[config.mk]
export PLATFORM = sky130hd
export DESIGN_NAME = grf_wp_arbiter_flat
export DESIGN_NICKNAME = d
export VERILOG_FILES = /design/src/rtl/grf_wp_arbiter_pkg.sv /design/src/rtl/grf_wp_arbiter_if.sv /design/src/rtl/grf_wp_arbiter_scoreboard.sv /design/src/rtl/grf_wp_arbiter.sv /design/src/flat_wrapper.sv
export SDC_FILE = /design/constraint.sdc
export NUM_CORES = 1
export LEC_CHECK = 0
export CAP_MARGIN = 20
export CORE_MARGIN = 8
export CORE_UTILIZATION = 40
export DETAILED_ROUTE_END_ITERATION = 12
export PLACE_DENSITY = 0.73
export SYNTH_ARGS = -nofsm -noshare
export SYNTH_HDL_FRONTEND = slang
export SYNTH_SLANG_ARGS = --single-unit
[constraint.sdc]
create_clock -name clk -period 9.7 [get_ports clk]
set_input_delay 1.94 -clock clk [delete_from_list [all_inputs] [get_ports clk]]
set_output_delay 1.94 -clock clk [all_outputs]
set_load 0.01 [all_outputs]
[src/rtl/grf_wp_arbiter_pkg.sv]
// Shared types and constants for the GRF write-port arbiter slice.
package grf_arb_pkg;

  localparam int REG_W        = 5;
  localparam int DATA_W       = 32;
  localparam int MAX_WAIT_DEF = 4;
  localparam int WAIT_W_DEF   = 3;

  typedef enum logic [1:0] {
    SRC_NONE = 2'd0,
    SRC_WB   = 2'd1,
    SRC_BUF  = 2'd2,
    SRC_MDU  = 2'd3
  } grf_src_e;

  typedef struct packed {
    logic [REG_W-1:0]  a3;
    logic [DATA_W-1:0] wd;
    logic [DATA_W-1:0] pc;
  } grf_wr_t;

endpackage

[src/rtl/grf_wp_arbiter_if.sv]
// Bundle of W-stage, MDU, busy-query and GRF write-port signals around the arbiter.
interface grf_wp_arbiter_if;
  import grf_arb_pkg::*;

  logic              wb_valid;
  logic [REG_W-1:0]  wb_a3;
  logic [DATA_W-1:0] wb_wd;
  logic [DATA_W-1:0] wb_pc;
  logic              mdu_issue;
  logic [REG_W-1:0]  mdu_issue_a3;
  logic              mdu_valid;
  logic              mdu_ready;
  logic [REG_W-1:0]  mdu_a3;
  logic [DATA_W-1:0] mdu_wd;
  logic [DATA_W-1:0] mdu_pc;
  logic [REG_W-1:0]  rs_a;
  logic [REG_W-1:0]  rt_a;
  logic              rs_busy;
  logic              rt_busy;
  logic [REG_W-1:0]  grf_a3;
  logic [DATA_W-1:0] grf_wd;
  logic [DATA_W-1:0] grf_pc;
  grf_src_e          grf_src;
  logic              stall_req;

  modport master (
    output wb_valid, wb_a3, wb_wd, wb_pc,
    output mdu_issue, mdu_issue_a3, mdu_valid, mdu_a3, mdu_wd, mdu_pc,
    output rs_a, rt_a,
    input  mdu_ready, rs_busy, rt_busy,
    input  grf_a3, grf_wd, grf_pc, grf_src, stall_req
  );

  modport slave (
    input  wb_valid, wb_a3, wb_wd, wb_pc,
    input  mdu_issue, mdu_issue_a3, mdu_valid, mdu_a3, mdu_wd, mdu_pc,
    input  rs_a, rt_a,
    output mdu_ready, rs_busy, rt_busy,
    output grf_a3, grf_wd, grf_pc, grf_src, stall_req
  );

endinterface

[src/rtl/grf_wp_arbiter_scoreboard.sv]
// Pending-MDU-write busy vector: one bit per GRF register, set beats clear, $0 never busy.
module grf_scoreboard
  import grf_arb_pkg::*;
(
  input  logic             clk,
  input  logic             reset,
  input  logic             set_en,
  input  logic [REG_W-1:0] set_a,
  input  logic             clr_en,
  input  logic [REG_W-1:0] clr_a,
  input  logic [REG_W-1:0] rd0_a,
  input  logic [REG_W-1:0] rd1_a,
  output logic             rd0_busy,
  output logic             rd1_busy
);

  localparam int NREG = 1 << REG_W;

  logic [NREG-1:0] busy_q;
  logic [NREG-1:0] busy_d;

  generate
    for (genvar gi = 0; gi < NREG; gi++) begin : g_bit
      if (gi == 0) begin : g_zero
        assign busy_d[gi] = 1'b0;
      end else begin : g_reg
        assign busy_d[gi] = (set_en && set_a == REG_W'(gi)) ||
                            (busy_q[gi] && !(clr_en && clr_a == REG_W'(gi)));
      end
    end
  endgenerate

  always_ff @(posedge clk or posedge reset) begin
    if (reset) begin
      busy_q <= '0;
    end else begin
      busy_q <= busy_d;
    end
  end

  assign rd0_busy = busy_q[rd0_a];
  assign rd1_busy = busy_q[rd1_a];

endmodule

[src/rtl/grf_wp_arbiter.sv]
// Shares the GRF write port between W-stage writeback and the MDU result path.
// Optional macro GRF_ARB_TRACE_EN: trace BUF/MDU commits in GRF write-trace format.
module grf_wp_arbiter
  import grf_arb_pkg::*;
#(
  parameter int MAX_WAIT = MAX_WAIT_DEF,
  parameter int WAIT_W   = WAIT_W_DEF
) (
  input  logic                 clk,
  input  logic                 reset,
  grf_wp_arbiter_if.slave      bus
);

  localparam logic [WAIT_W-1:0] MAX_WAIT_C = WAIT_W'(MAX_WAIT);

  logic              wb_hit;
  logic              mdu_live;
  logic              buf_capture;
  logic              buf_drain;
  logic              buf_valid_q, buf_valid_d;
  grf_wr_t           buf_q, buf_d;
  logic [WAIT_W-1:0] wait_cnt_q, wait_cnt_d;
  grf_src_e          src;

  assign wb_hit      = bus.wb_valid && (bus.wb_a3 != '0);
  // Zero-destination MDU results are accepted but never written or buffered.
  assign mdu_live    = bus.mdu_valid && !buf_valid_q && (bus.mdu_a3 != '0);
  assign buf_capture = mdu_live && wb_hit;
  assign buf_drain   = buf_valid_q && !wb_hit;

  always_ff @(posedge clk or posedge reset) begin
    if (reset) begin
      buf_valid_q <= 1'b0;
      buf_q       <= '0;
      wait_cnt_q  <= '0;
    end else begin
      buf_valid_q <= buf_valid_d;
      buf_q       <= buf_d;
      wait_cnt_q  <= wait_cnt_d;
    end
  end

  always_comb begin
    buf_valid_d = buf_valid_q;
    buf_d       = buf_q;
    wait_cnt_d  = wait_cnt_q;
    if (buf_drain) begin
      buf_valid_d = 1'b0;
      wait_cnt_d  = '0;
    end else if (buf_valid_q && wb_hit && wait_cnt_q != MAX_WAIT_C) begin
      wait_cnt_d = wait_cnt_q + 1'b1;
    end
    // Capture only happens with the buffer empty, so it never overlaps a drain.
    if (buf_capture) begin
      buf_valid_d = 1'b1;
      buf_d       = '{a3: bus.mdu_a3, wd: bus.mdu_wd, pc: bus.mdu_pc};
    end
  end

  always_comb begin
    src        = SRC_NONE;
    bus.grf_a3 = '0;
    bus.grf_wd = '0;
    bus.grf_pc = '0;
    if (wb_hit) begin
      src        = SRC_WB;
      bus.grf_a3 = bus.wb_a3;
      bus.grf_wd = bus.wb_wd;
      bus.grf_pc = bus.wb_pc;
    end else if (buf_valid_q) begin
      src        = SRC_BUF;
      bus.grf_a3 = buf_q.a3;
      bus.grf_wd = buf_q.wd;
      bus.grf_pc = buf_q.pc;
    end else if (mdu_live) begin
      src        = SRC_MDU;
      bus.grf_a3 = bus.mdu_a3;
      bus.grf_wd = bus.mdu_wd;
      bus.grf_pc = bus.mdu_pc;
    end
  end

  assign bus.grf_src   = src;
  assign bus.mdu_ready = !buf_valid_q;
  assign bus.stall_req = buf_valid_q && (wait_cnt_q == MAX_WAIT_C);

  grf_scoreboard u_sb (
    .clk      (clk),
    .reset    (reset),
    .set_en   (bus.mdu_issue && bus.mdu_issue_a3 != '0),
    .set_a    (bus.mdu_issue_a3),
    .clr_en   (src == SRC_BUF || src == SRC_MDU),
    .clr_a    (src == SRC_BUF ? buf_q.a3 : bus.mdu_a3),
    .rd0_a    (bus.rs_a),
    .rd1_a    (bus.rt_a),
    .rd0_busy (bus.rs_busy),
    .rd1_busy (bus.rt_busy)
  );

`ifdef GRF_ARB_TRACE_EN
  always @(posedge clk) begin
    if (!reset && (src == SRC_BUF || src == SRC_MDU)) begin
      $display("%0t@%h: $%d <= %h", $time, bus.grf_pc, bus.grf_a3, bus.grf_wd);
    end
  end
`else
`endif

endmodule

[src/flat_wrapper.sv]
// flat-port wrapper written by rule: the top's interface ports become plain ports
module grf_wp_arbiter_flat import grf_arb_pkg::*;
#(
  parameter int MAX_WAIT = MAX_WAIT_DEF,
  parameter int WAIT_W   = WAIT_W_DEF
)
  (clk, reset, bus_wb_valid, bus_wb_a3, bus_wb_wd, bus_wb_pc, bus_mdu_issue, bus_mdu_issue_a3, bus_mdu_valid, bus_mdu_a3, bus_mdu_wd, bus_mdu_pc, bus_rs_a, bus_rt_a, bus_mdu_ready, bus_rs_busy, bus_rt_busy, bus_grf_a3, bus_grf_wd, bus_grf_pc, bus_grf_src, bus_stall_req);
  grf_wp_arbiter_if bus_i ();
  input  logic clk;
  input  logic reset;
  input wire logic [$bits(bus_i.wb_valid)-1:0] bus_wb_valid;
  input wire logic [$bits(bus_i.wb_a3)-1:0] bus_wb_a3;
  input wire logic [$bits(bus_i.wb_wd)-1:0] bus_wb_wd;
  input wire logic [$bits(bus_i.wb_pc)-1:0] bus_wb_pc;
  input wire logic [$bits(bus_i.mdu_issue)-1:0] bus_mdu_issue;
  input wire logic [$bits(bus_i.mdu_issue_a3)-1:0] bus_mdu_issue_a3;
  input wire logic [$bits(bus_i.mdu_valid)-1:0] bus_mdu_valid;
  input wire logic [$bits(bus_i.mdu_a3)-1:0] bus_mdu_a3;
  input wire logic [$bits(bus_i.mdu_wd)-1:0] bus_mdu_wd;
  input wire logic [$bits(bus_i.mdu_pc)-1:0] bus_mdu_pc;
  input wire logic [$bits(bus_i.rs_a)-1:0] bus_rs_a;
  input wire logic [$bits(bus_i.rt_a)-1:0] bus_rt_a;
  output wire logic [$bits(bus_i.mdu_ready)-1:0] bus_mdu_ready;
  output wire logic [$bits(bus_i.rs_busy)-1:0] bus_rs_busy;
  output wire logic [$bits(bus_i.rt_busy)-1:0] bus_rt_busy;
  output wire logic [$bits(bus_i.grf_a3)-1:0] bus_grf_a3;
  output wire logic [$bits(bus_i.grf_wd)-1:0] bus_grf_wd;
  output wire logic [$bits(bus_i.grf_pc)-1:0] bus_grf_pc;
  output wire logic [$bits(bus_i.grf_src)-1:0] bus_grf_src;
  output wire logic [$bits(bus_i.stall_req)-1:0] bus_stall_req;
  assign bus_i.wb_valid = bus_wb_valid;
  assign bus_i.wb_a3 = bus_wb_a3;
  assign bus_i.wb_wd = bus_wb_wd;
  assign bus_i.wb_pc = bus_wb_pc;
  assign bus_i.mdu_issue = bus_mdu_issue;
  assign bus_i.mdu_issue_a3 = bus_mdu_issue_a3;
  assign bus_i.mdu_valid = bus_mdu_valid;
  assign bus_i.mdu_a3 = bus_mdu_a3;
  assign bus_i.mdu_wd = bus_mdu_wd;
  assign bus_i.mdu_pc = bus_mdu_pc;
  assign bus_i.rs_a = bus_rs_a;
  assign bus_i.rt_a = bus_rt_a;
  assign bus_mdu_ready = bus_i.mdu_ready;
  assign bus_rs_busy = bus_i.rs_busy;
  assign bus_rt_busy = bus_i.rt_busy;
  assign bus_grf_a3 = bus_i.grf_a3;
  assign bus_grf_wd = bus_i.grf_wd;
  assign bus_grf_pc = bus_i.grf_pc;
  assign bus_grf_src = bus_i.grf_src;
  assign bus_stall_req = bus_i.stall_req;
  grf_wp_arbiter #(.MAX_WAIT(MAX_WAIT), .WAIT_W(WAIT_W)) u_core (.clk(clk), .reset(reset), .bus(bus_i));
endmodule
==> reports/results.txt, run 1 <==
Actual slew at the worst max-slew pin -> 1.05 ns
Layout Nets -> 944
Cell Int Power -> 1.00 mW
Clk root buf -> clkbuf_16
Post-route cell area -> 8970 sq um
Placed Area -> 8670 sq um
Clk slew on worst S/H paths -> 0.06 ns
Total of max-cap violations -> 0
Reg-to-reg setup timing slack -> 7.23 ns
Fin crit share -> 74.3%
Reg-to-reg endpoint -> u_core.buf_q[54]
Total power draw -> 1.42 mW
Clock sink total -> 104
Peak VDD IR -> 0.0911 mV
Die Ht -> 141 um
Comb pwr share -> 31.8%
Simple-gate share of the synthesized area -> 15.0%
Initial antenna violation count -> 5
Die W -> 141 um
Leak -> 3.76 nW
# setup viols final -> 0
Residual DRC -> 0
Post-place setup slack -> 2.51 ns
Drt initial violations -> 371
Synth unique cells -> 46
Grt ovf -> 0
Share of cells above drive strength 1 -> 9.77%
Largest net degree at the start of global routing -> 75
CTS Buffer Depth -> 2
Critical Path Max Stage Delay -> 0.57 ns
Hold violation count in the final report -> 0
Worst Path Buf+Inv -> 4
Number of synthesized register bits -> 104
Resized cells post-CTS -> 0
Worst-Skew Late Latency -> 0.35 ns
Setup slack after layout -> 2.49 ns
Met2 Wirelength -> 11.1 mm
# Post-CTS Setup Buffers -> 0
H-tree level count -> 3
Compound-Gate Fraction of Synth Area -> 20.4%
Worst hold path depth -> 1
Mapped Area -> 6210 sq um
Mux contribution to synthesized area -> 18.4%
Worst reg2reg path startpoint -> u_core.buf_valid_q
Synth-to-layout area growth -> 44.3%
Unrepaired setup endpoints after global routing -> false
Hold EP -> u_core.buf_q[62]
Max frequency -> 0.139 GHz
Reg2Reg Depth -> 5
Share of Yosys cell area claimed by the top area cell type -> 41.9%
First-pass GRT wire length -> 34.5 mm
Routed WL per cell -> 22.5 um
Leading area contributor after synthesis -> dfrtp_1
Worst Hold Slack -> 0.481 ns
Final WL -> 22.0 mm
Critical path arrival -> 5.27 ns
Critical-path top delay cell -> nor2_4
Total CTS buffers -> 9
Drt pass-1 iters -> 4
Ys flop type -> dfrtp_1
Ranking of synthesized cells by area -> dfrtp_1, a221o_1, and3_1, mux2_2, mux2_1
Top cells by count, synth -> dfrtp_1, and3_1, a221o_1
Xor/xnor share of the synthesized area -> 0%
Asr flop ratio synth -> 100%
Register area share after synthesis -> 41.9%
Via count of the first global-routing pass -> 6292
Top layer in use -> met5
Cell family contributing the most delay on the critical path -> buffers and inverters
Setup tns final -> 0 ns
Final ANT Viol Nets -> 0
Drt via density -> 6.05
Main combinational cell family by area after synthesis -> compound AO/OA/AOI/OAI gates
Slew Limit Fails -> 0
Sw Share -> 29.5%
HP Class -> flop to flop
Gr usage total -> 21.8%
FP Rows -> 45
RePlAce Congestion -> 0.841
Skew final -> 0.00653 ns
Reg power frac -> 42.5%
DRT met1 WL -> 8.47 mm
Top-count cell post-synth -> dfrtp_1
Core ar. -> 15200 sq um
Mapped Cells -> 583
Mapped Nets -> 743
PwrDens -> 158 nW/um^2
Slew Limit Headroom -> 29.8%
CP Launch Type -> primary input
Initial Util -> 40.9%
Min-delay src -> u_core.buf_q[62]
Vias post-DR -> 5920
EDFF count, synth -> 0
Synthesized area per cell -> 10.7 sq um
Die Area -> 19800 sq um
Worst Path Required -> 7.76 ns
TritonCTS clock tree -> yes
Switching pwr -> 0.419 mW
Critical path, cell by cell -> clkdlybuf4s50_1 > nor3_2 > a21boi_4 > buf_4 > nor2_4 > buf_4 > a221o_1 > clkdlybuf4s50_1
Synthesis Warnings -> 0
IO Pins -> 233
IO buf count -> 232
Period minus WS final -> 7.21 ns
Status -> completed
Adder-cell share of the synthesized area -> 0.403%
Clock share of power -> 25.7%
Worst Path Class, Setup -> primary input to primary output
Met3 WL post-DR -> 1.98 mm
Hpwl dp -> 16.3 mm
CP Capture Type -> primary output
Hold Buf Count CTS -> 0
Critical Path Fanout Max -> 73
==> power groups by stage <==
stage | Sequential, mW | Combinational [mW] | Clock (mW)
after floorplan | 0.581 | 0.257 | 0
after global placement | 0.602 | 0.430 | 0
after detailed placement | 0.607 | 0.451 | 0
after CTS | 0.600 | 0.454 | 0.370
after global routing | 0.615 | 0.487 | 0.390
final | 0.603 | 0.451 | 0.364
==> cells in the final DEF (no fill, tap or decap), drive strengths merged, types with 7 or more instances in the layout <==
cell and instances:
a21oi 8, a221o 64, and3 65, buf 7, clkbuf 13, clkdlybuf4s50 232, dfrtp 104, inv 8
mux2 66, mux2i 13, mux4 12, nand2 53, nand3 9, nor2 21, nor2b 15, o21ai 26
o31ai 26
==> flip-flops by register name, summed over array words and instances, names as in the netlist <==
name,count
u_core.u_sb.busy_q,31
u_core.buf_q,69
u_core.wait_cnt_q,3
u_core.buf_valid_q,1
==> routing by layer <==
| metal | global-route usage, % | vias up |
|---|---|---|
| li1 | - | 2670 |
| met1 | 24.6 | 2986 |
| met2 | 37.0 | 227 |
| met3 | 8.24 | 33 |
| met4 | 8.20 | 4 |
| met5 | 0 | - |
==> kinds of logic after synthesis <==
kind of cell	count (synthesis)
AND/OR/NAND/NOR	178
AO/OA/AOI/OAI	152
flip-flops	104
multiplexers	91
buffers and inverters	56
adder cells (fa/ha/maj)	2
==> layout make-up <==
| cell class | count | area [sq um] |
|---|---|---|
| fillers | 1299 | 6230 |
| clock inverters | 2 | 38.8 |
| diodes | 3 | 7.51 |
| clock buffers | 13 | 250 |
| multi-input cells | 423 | 3400 |
| well taps | 188 | 235 |
| inverters | 7 | 28.8 |
| flip-flops and latches | 104 | 2600 |
| repair buffers | 239 | 2410 |
==> through the flow <==
step	utilization (%)	cells
floorplan	-	583
global placement	56.7	959
detailed placement	57.0	961
CTS	58.9	976
global route	59.0	979
finish	59.0	979
==> how the worst max path moves through the flow <==
stage,start,to,slack [ns],depth (start not counted)
5_1_grt,bus_wb_a3[2],bus_grf_wd[7],2.33,8
2_1_floorplan,bus_mdu_a3[2],bus_grf_pc[12],4.50,6
3_5_place_dp,bus_wb_a3[2],bus_grf_wd[5],2.51,8
6_report,bus_wb_a3[2],bus_grf_wd[5],2.49,8
3_3_place_gp,bus_wb_a3[2],bus_grf_wd[5],2.63,8
4_1_cts,bus_wb_a3[2],bus_grf_wd[5],2.49,8
Note: power is estimated with default switching activity, not from simulation.
==> run 2, diff against run 1 <==
--- a/config.mk
+++ b/config.mk
@@ -9,7 +9,7 @@
 export CORE_MARGIN = 8
 export CORE_UTILIZATION = 40
 export DETAILED_ROUTE_END_ITERATION = 12
-export PLACE_DENSITY = 0.73
+export PLACE_DENSITY = 0.75
 export SYNTH_ARGS = -nofsm -noshare
 export SYNTH_HDL_FRONTEND = slang
 export SYNTH_SLANG_ARGS = --single-unit
==> constraint.sdc (replaced) <==
create_clock -name clk -period 6.05 [get_ports clk]
set_input_delay 1.21 -clock clk [delete_from_list [all_inputs] [get_ports clk]]
set_output_delay 1.21 -clock clk [all_outputs]
set_load 0.01 [all_outputs]
==> reports/results.txt, run 2 (synthesis results as in run 1) <==
Most common cell after layout, fill and taps aside -> clkdlybuf4s50_1
Core ar. -> 15200 sq um (unchanged)
Critical path arrival -> 3.93 ns (-1.34 ns)
Die W -> 141 um (unchanged)
FP Rows -> 45 (unchanged)
Top Registers -> u_core.buf_q x69, u_core.u_sb.busy_q x31, u_core.wait_cnt_q x3
Total CTS buffers -> 9 (unchanged)
Hold violation count in the final report -> 0 (unchanged)
Critical Path Fanout Max -> 64 (-12%)
Final ANT Viol Nets -> 0 (unchanged)
Period minus WS final -> 5.14 ns
Grt ovf -> 0 (unchanged)
Initial Util -> 40.9% (unchanged)
Max frequency -> 0.195 GHz
Clock sink total -> 104 (unchanged)
Skew final -> 0.00729 ns (+0.000760 ns)
RePlAce Congestion -> 0.849 (+1.0%)
Post-route cell area -> 8960 sq um (about the same)
Layout Nets -> 945 (+0.11%)
Worst hold path depth -> 1 (unchanged)
Hold Buf Count CTS -> 0 (unchanged)
# setup viols final -> 0 (unchanged)
# Post-CTS Setup Buffers -> 0 (unchanged)
Clk root buf -> clkbuf_16
Slew Limit Fails -> 0 (unchanged)
HP Class -> flop to flop
Fin crit share -> 85.0%
Via count of the first global-routing pass -> 6393 (+1.6%)
PwrDens -> 249 nW/um^2 (+58%)
CP Launch Type -> primary input
Share of cells above drive strength 1 -> 10.3% (+0.48 points)
Worst Path Class, Setup -> primary input to primary output
Placed Area -> 8660 sq um (-0.14%)
CTS Buffer Depth -> 2 (unchanged)
Max reg flops -> 69 (unchanged)
Drt initial violations -> 501 (+35%)
Gr usage total -> 21.7% (-0.11 points)
First-pass GRT wire length -> 34.7 mm (+0.34%)
Status -> completed
Final WL -> 21.8 mm (-0.99%)
Reg2Reg Depth -> 6 (+1)
CP Capture Type -> primary output
Die Ht -> 141 um (unchanged)
Drt via density -> 5.98 (-1.2%)
Residual DRC -> 0 (unchanged)
Drt pass-1 iters -> 5 (+1)
Total of max-cap violations -> 0 (unchanged)
Routed WL per cell -> 22.2 um (-1.2%)
Actual slew at the worst max-slew pin -> 1.07 ns (+0.0220 ns)
TritonCTS clock tree -> yes
Setup slack after layout -> 0.910 ns (-1.58 ns)
Leak -> 3.76 nW (about the same)
Slew Limit Headroom -> 28.3% (-1.5 points)
Post-place setup slack -> 0.809 ns (-1.70 ns)
Worst-Skew Late Latency -> 0.35 ns (about the same)
Resized cells post-CTS -> 0 (unchanged)
Unrepaired setup endpoints after global routing -> false
Biggest register -> u_core.buf_q
IO buf count -> 232 (unchanged)
Largest net degree at the start of global routing -> 86 (+15%)
IO Pins -> 233 (unchanged)
Fin util -> 58.9% (about the same)
Initial antenna violation count -> 3 (-2)
Vias post-DR -> 5862 (-0.98%)
Synth-to-layout area growth -> 44.2% (about the same)
Setup tns final -> 0 ns (unchanged)
Hpwl dp -> 16.1 mm (-1.4%)
Commonest cells after routing, fill and taps aside -> clkdlybuf4s50_1, dfrtp_1, and3_1, a221o_1, nand2_1
H-tree level count -> 3 (unchanged)
Peak VDD IR -> 0.197 mV (+120%)
Worst Path Required -> 4.84 ns (-2.92 ns)
Clk slew on worst S/H paths -> 0.07 ns (about the same)
Die Area -> 19800 sq um (unchanged)
==> run 2: final cells by class <==
type / instances / area, sq um
inverter: 7 / 28.8
multi-input combinational: 423 / 3400
antenna: 3 / 7.51
clock inverter: 5 / 31.3
sequential: 104 / 2600
fill: 1257 / 6240
clock buffer: 11 / 243
timing repair buffer: 240 / 2410
tap: 188 / 235
==> run 2: layer usage <==
layer	routed length (um)	vias up	global-route usage [%]
li1	-	2666	-
met2	11100	258	37.5
met1	8340	2910	23.7
met4	330	0	6.84
met3	2030	28	9.35
met5	0	-	0
==> run 2: critical path, cell delays in order <==
cell	delay [ns]
clkdlybuf4s50_1	0.45
nor3_2	0.43
a21boi_4	0.20
nor2_4	0.16
buf_4	0.56
a221o_1	0.27
clkdlybuf4s50_1	0.61
==> run 2: final timing paths <==
path	slack, ns	endpoint	startpoint
min reg2reg	0.48	u_core.buf_q[0]	u_core.buf_q[0]
min in group asynchronous	1.27	u_core.buf_q[17]	reset
max	0.91	bus_grf_wd[31]	bus_wb_a3[2]
max reg2reg	3.46	u_core.u_sb.busy_q[11]	u_core.buf_valid_q
max in group asynchronous	3.56	u_core.buf_valid_q	reset
min	0.48	u_core.buf_q[0]	u_core.buf_q[0]
==> run 2: through the flow <==
stage	hold slack, ns	total power [mW]	instances
after floorplan	0.446	1.34	583
after global placement	0.461	1.66	960
after detailed placement	0.466	1.69	961
after CTS	0.487	2.25	977
after global routing	0.500	2.36	981
final	0.481	2.23	981
==> run 2: power by group <==
part	internal, mW	switching [mW]	total (mW)
registers	0.856	0.102	0.958
logic	0.415	0.316	0.731
clock network	0.290	0.256	0.546
total	1.56	0.674	2.23
==> run 3, diff against run 2 <==
==> constraint.sdc (replaced) <==
create_clock -name clk -period 4.4 [get_ports clk]
set_input_delay 0.88 -clock clk [delete_from_list [all_inputs] [get_ports clk]]
set_output_delay 0.88 -clock clk [all_outputs]
set_load 0.01 [all_outputs]
==> reports/results.txt, run 3 (synthesis results as in run 1) <==
Critical Path Fanout Max -> 43 (-33%)
Biggest register -> u_core.buf_q
Actual slew at the worst max-slew pin -> 0.983 ns (-0.0913 ns)
HP Class -> flop to flop
Routed WL per cell -> 22.4 um (+0.87%)
Slew Limit Headroom -> 34.4% (+6.1 points)
Status -> completed
Leak -> 3.81 nW (+1.4%)
Worst Path Required -> 3.52 ns (-1.32 ns)
Fin crit share -> 94.6%
IO Pins -> 233 (unchanged)
Hpwl dp -> 16.3 mm (+0.97%)
Grt ovf -> 0 (unchanged)
Critical-path top delay cell -> clkdlybuf4s50_1
Slew Limit Fails -> 0 (unchanged)
Final WL -> 22.1 mm (+1.4%)
Peak VDD IR -> 0.240 mV (+22%)
Drt via density -> 6.03 (+0.90%)
# Post-CTS Setup Buffers -> 0 (unchanged)
Drt initial violations -> 513 (+2.4%)
H-tree level count -> 3 (unchanged)
Via count of the first global-routing pass -> 6270 (-1.9%)
Vias post-DR -> 5945 (+1.4%)
Final ANT Viol Nets -> 0 (unchanged)
Layout Nets -> 953 (+0.85%)
CP Launch Type -> primary input
Drt pass-1 iters -> 5 (unchanged)
Critical path, cell by cell -> clkdlybuf4s50_1 > nor3_2 > a21boi_4 > nor2_4 > buf_4 > a221o_1 > clkdlybuf4s50_1
Die W -> 141 um (unchanged)
FP Rows -> 45 (unchanged)
Clk slew on worst S/H paths -> 0.07 ns (about the same)
Clock sink total -> 104 (unchanged)
Resized cells post-CTS -> 0 (unchanged)
IO buf count -> 232 (unchanged)
Share of cells above drive strength 1 -> 11.2% (+0.90 points)
Max frequency -> 0.240 GHz
Antenna Cells -> 0 (-3)
Die Area -> 19800 sq um (unchanged)
Max reg flops -> 69 (unchanged)
Worst Path Class, Setup -> primary input to primary output
Critical path arrival -> 3.28 ns (-0.65 ns)
# setup viols final -> 0 (unchanged)
Unrepaired setup endpoints after global routing -> false
Total CTS buffers -> 9 (unchanged)
Residual DRC -> 0 (unchanged)
Die Ht -> 141 um (unchanged)
CP Capture Type -> primary output
Hold Buf Count CTS -> 0 (unchanged)
Gr usage total -> 22.1% (+0.34 points)
Setup tns final -> 0 ns (unchanged)
Synth-to-layout area growth -> 45.6%
Period minus WS final -> 4.16 ns
First-pass GRT wire length -> 34.8 mm (+0.54%)
Top Registers -> u_core.buf_q x69, u_core.u_sb.busy_q x31, u_core.wait_cnt_q x3
Skew final -> 0.00511 ns (-0.00218 ns)
RePlAce Congestion -> 0.858 (+1.1%)
Total power draw -> 3.16 mW (+41%)
Clk root buf -> clkbuf_16
Core ar. -> 15200 sq um (unchanged)
TritonCTS clock tree -> yes
Critical Path Max Stage Delay -> 0.59 ns (-0.02 ns)
Initial Util -> 40.9% (unchanged)
CTS Buffer Depth -> 2 (unchanged)
CP dominant cell by count -> clkdlybuf4s50_1
Largest net degree at the start of global routing -> 85 (-1.2%)
Commonest cells after routing, fill and taps aside -> clkdlybuf4s50_1, dfrtp_1, and3_1, a221o_1, nand2_1
Initial antenna violation count -> 0 (-3)
Worst-Skew Late Latency -> 0.35 ns (about the same)
Hold violation count in the final report -> 0 (unchanged)
PwrDens -> 349 nW/um^2 (+40%)
Most common cell after layout, fill and taps aside -> clkdlybuf4s50_1
Total of max-cap violations -> 0 (unchanged)
-- run 3: final cells by class --
class | instances | area, sq um
fillers | 1236 | 6160
inverters | 7 | 28.8
flip-flops and latches | 104 | 2600
clock inverters | 5 | 63.8
multi-input cells | 423 | 3400
clock buffers | 11 | 243
repair buffers | 248 | 2470
well taps | 188 | 235
-- run 3: path summary, 6_finish.rpt --
path	startpoint	endpoint	slack, ns	cells past startpoint
setup reg to reg	u_core.buf_valid_q	u_core.u_sb.busy_q[7]	1.85	6
hold / removal	u_core.buf_q[68]	u_core.buf_q[68]	0.48	2
max in group asynchronous	reset	u_core.u_sb.busy_q[16]	2.68	4
hold reg to reg	u_core.buf_q[68]	u_core.buf_q[68]	0.48	2
min in group asynchronous	reset	u_core.buf_q[15]	0.80	2
setup / recovery	bus_wb_a3[2]	bus_grf_pc[27]	0.24	7
-- run 3: worst max-delay path, delay by kind of cell --
family | cells | cell delay (ns)
and+or+nand+nor | 2 | 0.54
AOI/OAI and AO/OA | 2 | 0.37
buffers and inverters | 3 | 1.46
-- run 3: routing by layer --
layer / vias up / routed length [um] / track usage, %
li1: 2687 / - / -
met1: 2962 / 8480 / 25.3
met2: 270 / 11200 / 37.9
met3: 26 / 2100 / 9.01
met4: 0 / 342 / 4.86
met5: - / 0 / 0
-- run 3: where the power goes --
part	switching (mW)	leakage [nW]	internal, mW
clock network	0.367	0.147	0.462
logic	0.432	2.44	0.575
registers	0.147	1.22	1.18
total	0.946	3.81	2.21
-- run 3: stage by stage --
| stage | hold slack, ns | utilization [%] | setup WS (ns) | instance area [sq um] | instances |
|---|---|---|---|---|---|
| floorplan | 0.446 | - | 0.788 | 6210 | 583 |
| detailed placement | 0.462 | 57.3 | 0.244 | 8710 | 969 |
| global route | 0.497 | 59.5 | 0.144 | 9050 | 986 |
| CTS | 0.479 | 59.3 | 0.230 | 9020 | 985 |
| finish | 0.481 | 59.5 | 0.237 | 9050 | 986 |
| global placement | 0.459 | 57.3 | 0.298 | 8710 | 969 |
